--- src/rtl/ring_phase_monitor.sv ---
`default_nettype none
// ============================================================================
//  Module   : ring_phase_monitor
//  Purpose  : Watches a 4-bit one-hot ring counter. It locks onto the first
//             valid code, then tracks phase and counts whole revolutions.
//             Any illegal step sends it to a sticky ERROR state that only
//             clr_err releases.
//  Options  : RING_PHASE_HOLD_EN - when defined, a repeated code (count ==
//             prev) while LOCKED is tolerated instead of flagged.
//  Revision : 1.0 - initial release
// ============================================================================
module ring_phase_monitor #(
    parameter int REV_W = 8
) (
    input  logic             clk,
    input  logic             rst,
    input  logic             en,
    input  logic [3:0]       count,
    input  logic             clr_err,
    output logic [1:0]       phase,
    output logic             locked,
    output logic             err,
    output logic [REV_W-1:0] rev_count,
    output logic             rev_pulse
);

    typedef enum logic [1:0] {
        S_IDLE   = 2'd0,
        S_LOCKED = 2'd1,
        S_ERROR  = 2'd2
    } state_t;

    localparam logic [3:0] c_code0 = 4'b0001;
    localparam logic [3:0] c_code3 = 4'b1000;

    state_t             r_state;
    logic [3:0]         r_prev;
    logic [1:0]         r_phase;
    logic [REV_W-1:0]   r_rev;
    logic               r_pulse;
    logic               r_locked;
    logic               r_err;

    state_t             w_state_nxt;
    logic [3:0]         w_prev_nxt;
    logic [1:0]         w_phase_nxt;
    logic [REV_W-1:0]   w_rev_nxt;
    logic               w_pulse_nxt;

    logic               w_onehot;
    logic [1:0]         w_index;
    logic [3:0]         w_expect;
    logic               w_hold_ok;

    // Decode the incoming code: one-hot test, bit index, and legal successor
    always_comb begin
        w_onehot = 1'b0;
        w_index  = 2'd0;
        case (count)
            4'b0001: begin w_onehot = 1'b1; w_index = 2'd0; end
            4'b0010: begin w_onehot = 1'b1; w_index = 2'd1; end
            4'b0100: begin w_onehot = 1'b1; w_index = 2'd2; end
            4'b1000: begin w_onehot = 1'b1; w_index = 2'd3; end
            default: begin w_onehot = 1'b0; w_index = 2'd0; end
        endcase
        w_expect = {r_prev[2:0], r_prev[3]};
`ifdef RING_PHASE_HOLD_EN
        w_hold_ok = (count == r_prev);
`else
        w_hold_ok = 1'b0;
`endif
    end

    // Next-state and next-output logic; everything holds unless a rule fires
    always_comb begin
        w_state_nxt = r_state;
        w_prev_nxt  = r_prev;
        w_phase_nxt = r_phase;
        w_rev_nxt   = r_rev;
        w_pulse_nxt = 1'b0;
        case (r_state)
            S_IDLE: begin
                if (en && w_onehot) begin
                    w_state_nxt = S_LOCKED;
                    w_prev_nxt  = count;
                    w_phase_nxt = w_index;
                    w_rev_nxt   = '0;
                end
            end
            S_LOCKED: begin
                if (en) begin
                    if (count == w_expect) begin
                        w_prev_nxt  = count;
                        w_phase_nxt = w_index;
                        // Completing 1000 -> 0001 closes one revolution
                        if (r_prev == c_code3 && count == c_code0) begin
                            w_rev_nxt   = r_rev + REV_W'(1);
                            w_pulse_nxt = 1'b1;
                        end
                    end else if (w_hold_ok) begin
                        w_state_nxt = S_LOCKED;
                    end else begin
                        w_state_nxt = S_ERROR;
                    end
                end
            end
            S_ERROR: begin
                // Sticky: count and en are ignored, only clr_err leaves
                if (clr_err) begin
                    w_state_nxt = S_IDLE;
                    w_rev_nxt   = '0;
                end
            end
            default: begin
                w_state_nxt = S_IDLE;
                w_prev_nxt  = c_code0;
                w_phase_nxt = 2'd0;
                w_rev_nxt   = '0;
            end
        endcase
    end

    // State register and registered outputs; rst is active-low, synchronous
    always_ff @(posedge clk) begin
        if (!rst) begin
            r_state  <= S_IDLE;
            r_prev   <= c_code0;
            r_phase  <= 2'd0;
            r_rev    <= '0;
            r_pulse  <= 1'b0;
            r_locked <= 1'b0;
            r_err    <= 1'b0;
        end else begin
            r_state  <= w_state_nxt;
            r_prev   <= w_prev_nxt;
            r_phase  <= w_phase_nxt;
            r_rev    <= w_rev_nxt;
            r_pulse  <= w_pulse_nxt;
            r_locked <= (w_state_nxt == S_LOCKED);
            r_err    <= (w_state_nxt == S_ERROR);
        end
    end

    assign phase     = r_phase;
    assign locked    = r_locked;
    assign err       = r_err;
    assign rev_count = r_rev;
    assign rev_pulse = r_pulse;

endmodule
`default_nettype wire

--- config.mk ---
export PLATFORM = sky130hd
export DESIGN_NAME = ring_phase_monitor
export DESIGN_NICKNAME = d
export VERILOG_FILES = /design/src/rtl/ring_phase_monitor.sv
export SDC_FILE = /design/constraint.sdc
export NUM_CORES = 1
export LEC_CHECK = 0
export ABC_CLOCK_PERIOD_IN_PS = 1600
export BUFFER_PORTS_ARGS = -buffer_cell sky130_fd_sc_hd__buf_2
export CAP_MARGIN = 15
export CORE_UTILIZATION = 48
export DETAILED_ROUTE_END_ITERATION = 16
export GPL_ROUTABILITY_DRIVEN = 0
export PLACE_DENSITY = 0.83
export SETUP_SLACK_MARGIN = 0.5
export SYNTH_ARGS = -nofsm -noshare
export SYNTH_HDL_FRONTEND = slang
export SYNTH_SLANG_ARGS = --single-unit
--- constraint.sdc ---
create_clock -name clk -period 1.6 [get_ports clk]
set_clock_uncertainty 0.2 [all_clocks]
set_input_delay 0.08 -clock clk [delete_from_list [all_inputs] [get_ports clk]]
set_output_delay 0.08 -clock clk [all_outputs]
set_load 0.005 [all_outputs]
==> flow_summary.json <==
{
  "outcome": "finished, violations left",
  "violations": "hold timing, setup timing",
  "setup_viol": 18,
  "ys_warn_count": 0,
  "syn_area_mm2": 0.00107,
  "critPathSlowestCell": "nor4_2",
  "viasPerCell": 5.54,
  "firstDrtPassIters": 5,
  "cts_made_buffers": 3,
  "die_area_mm2": 0.00242,
  "holdCritStartpoint": "rst",
  "worst_slack_ns": -0.227,
  "max-cap-violations": 0,
  "hp-class": "in -> reg",
  "io_pins": 21,
  "slew_headroom": 0.753,
  "critical_path_class": "reg -> reg",
  "rr_endpoint": "r_prev[1]",
  "first_global_vias": 996,
  "async_flop_share": 0,
  "pre_cts_ws_ns": -0.174,
  "grt_use_total": 0.250,
  "fin_hold_ws_ns": -0.0735,
  "power_density_mw_per_mm2": 618,
  "crit_path_end_kind": "register",
  "die_width_um": 49.2,
  "core_area_mm2": 0.00202,
  "post_synth.cell_area_avg_um2": 8.70,
  "post-route-drc-count": 0,
  "wl_per_cell_um": 15.5,
  "peakVddDrop_v": 0.000476,
  "rsz0062_at_grt": "true",
  "ant_nets": 0,
  "holdPathStages": 3,
  "period_minus_slack_ns": 1.83,
  "period_share": 1.14,
  "htreeDepth": 1,
  "diodes": 0,
  "worstPathArrival_ns": 1.82,
  "synth_edf_count": 0,
  "ys_seq_elements": 19,
  "place_inst": 178,
  "seq_area_frac_synth": 0.356,
  "fp.dieH_um": 49.2,
  "layout.nets": 170,
  "startpoint_type": "register",
  "antenna_found_initial": 0,
  "ys_types": 40,
  "reg2regPathDepth": 5,
  "cts_tree": "done",
  "dp_hpwl_mm": 1.91,
  "syn_inst": 123,
  "port_buffers": 20,
  "max_freq_mhz": 547,
  "clock_path_buffers": 2,
  "wl_mm": 2.89,
  "drt-initial-drc-count": 27,
  "layoutNonFillerInstCount": 187,
  "grt_pass1_wl_mm": 4.57,
  "root_buffer": "clkbuf_4",
  "grt_max_degree": 24,
  "ys_dominant_reg_cell": "dfxtp_1",
  "vias": 1036,
  "reg2reg_from": "r_prev[3]",
  "leakage_uw": 0.000642,
  "worstPathRequired_ns": 1.59,
  "path_cells": "xor2_2, nor4_2, a21oi_1, o22a_2, mux2i_1",
  "total_power_uw": 922,
  "hold_violations": 2,
  "critPathMaxStageDelay_ns": 0.40,
  "fp-row-count": 16,
  "path_clk_slew_ns": 0.10,
  "rrSetupSlack_ns": -0.23,
  "clock-sinks": 19,
  "initial_utilization": 0.529,
  "worst-slew-pin-transition_ns": 0.367,
  "finalMaxSlewViolations": 0,
  "drive_gt1_frac": 0.531,
  "worstPathMaxFanout": 6,
  "grt.overflow.total": 0,
  "clk_latency_ns": 0.30,
  "whs_endpoint": "locked",
  "synth_nets": 132,
  "area_growth_pct": 39.4
}
==> registers in the layout, summed over array words and instances, names as in the netlist <==
register and cells:
rev_count 8, phase 2, r_prev 4, rev_pulse 1, err 1, locked 1, r_state 2
==> worst max-delay path: cells and delay by family, from the launching register on <==
kind                      cells  cell delay (ns)
AOI/OAI and AO/OA             2             0.44
xor gates and xnor gates      1             0.16
DFF                           1             0.36
muxes                         1             0.15
and+or+nand+nor               1             0.40
==> placed cells by master, fill, tap and decap left out, types with 2 or more instances in the layout <==
cell,instances
a21oi_1,2
a31oi_1,6
and2_1,2
buf_2,18
buf_4,18
buf_6,6
clkbuf_4,3
dfxtp_1,7
dfxtp_2,9
dfxtp_4,3
inv_1,3
mux2i_1,7
nand2_1,16
nand2b_1,4
nand2b_4,2
nand3_1,3
nand3b_1,3
nor2_2,5
nor2b_1,2
nor4_2,2
o21ai_0,2
o21ai_1,5
o22ai_2,2
or2_2,2
xnor2_1,2
xor2_1,2
xor2_2,2
==> cells by family after synthesis <==
family,count (synthesis),share of synthesized area
simple gates,54,0.282
compound gates,23,0.158
flops,19,0.356
buf+inv,12,0.0632
xor+xnor,7,0.0643
mux,7,0.0655
fa+ha+maj,1,0.0117
==> layout make-up <==
cell class | instances | area, um2
Multi-Input combinational cell | 92 | 724
Fill cell | 138 | 531
Sequential cell | 19 | 403
Timing Repair Buffer | 42 | 293
Tap cell | 27 | 33.8
Clock buffer | 4 | 26.3
Inverter | 3 | 11.3
==> synthesized netlist by cell type (2+ instances only) <==
library cell / number / area, um2
nor2b_1: 2 / 12.5
nand3b_1: 3 / 22.5
o21ai_0: 7 / 35.0
dfxtp_1: 19 / 380
nand3_1: 4 / 20.0
and2_1: 2 / 12.5
clkbuf_1: 3 / 11.3
buf_6: 2 / 22.5
nand2_1: 17 / 63.8
a31oi_1: 6 / 37.5
or2_2: 2 / 12.5
nand2b_1: 6 / 37.5
nor3b_1: 2 / 15.0
nor3_1: 2 / 10.0
a21oi_1: 3 / 15.0
mux2i_1: 7 / 70.1
nor2_1: 4 / 15.0
o22ai_1: 2 / 12.5
buf_2: 3 / 15.0
inv_1: 3 / 11.3
xor2_1: 4 / 35.0
xnor2_1: 2 / 17.5
==> layer usage <==
metal / GRT usage / part of all wire / up-vias / routed length, um
met3: 0.0654 / 0.046 / 7 / 134
met4: 0.0882 / 0.018 / 0 / 52
met2: 0.454 / 0.54 / 34 / 1550
met1: 0.276 / 0.40 / 488 / 1150
met5: 0 / 0 / - / 0
li1: - / - / 507 / -
==> how the worst max path moves through the flow <==
stage	from	to	slack (ns)	cells after the start
floorplan	r_prev[0]	r_prev[0]	-0.007	6
global route	r_prev[3]	r_prev[1]	-0.29	5
finish	r_prev[3]	r_prev[1]	-0.23	5
CTS	r_prev[0]	r_prev[1]	-0.11	5
detailed placement	r_prev[3]	phase[0]	-0.17	5
global placement	r_prev[3]	r_prev[0]	-0.1	5
==> per-stage QoR <==
step | setup TNS, ns | utilization | cell area [um2]
CTS | -1.03 | 0.706 | 1430
global placement | -0.898 | 0.642 | 1300
finish | -2.29 | 0.738 | 1490
detailed placement | -2.01 | 0.642 | 1300
global route | -3.63 | 0.738 | 1490
floorplan | -0.0104 | - | 1100
==> power breakdown <==
part | switching, uW | internal (uW)
Combinational | 100 | 87.4
Clock | 147 | 97.4
Sequential | 10.3 | 479
Total | 257 | 664
==> what timing repair did <==
item | 4_1_cts | 5_1_grt
buffers inserted | 1 | 4
endpoints found under the setup margin | 25 | 26
pin swaps | 14 | 13
gates cloned | 0 | 0
endpoints found under the hold margin | 2 | 2
gates resized for setup | 30 | 11
(Power assumes the default switching activity.)
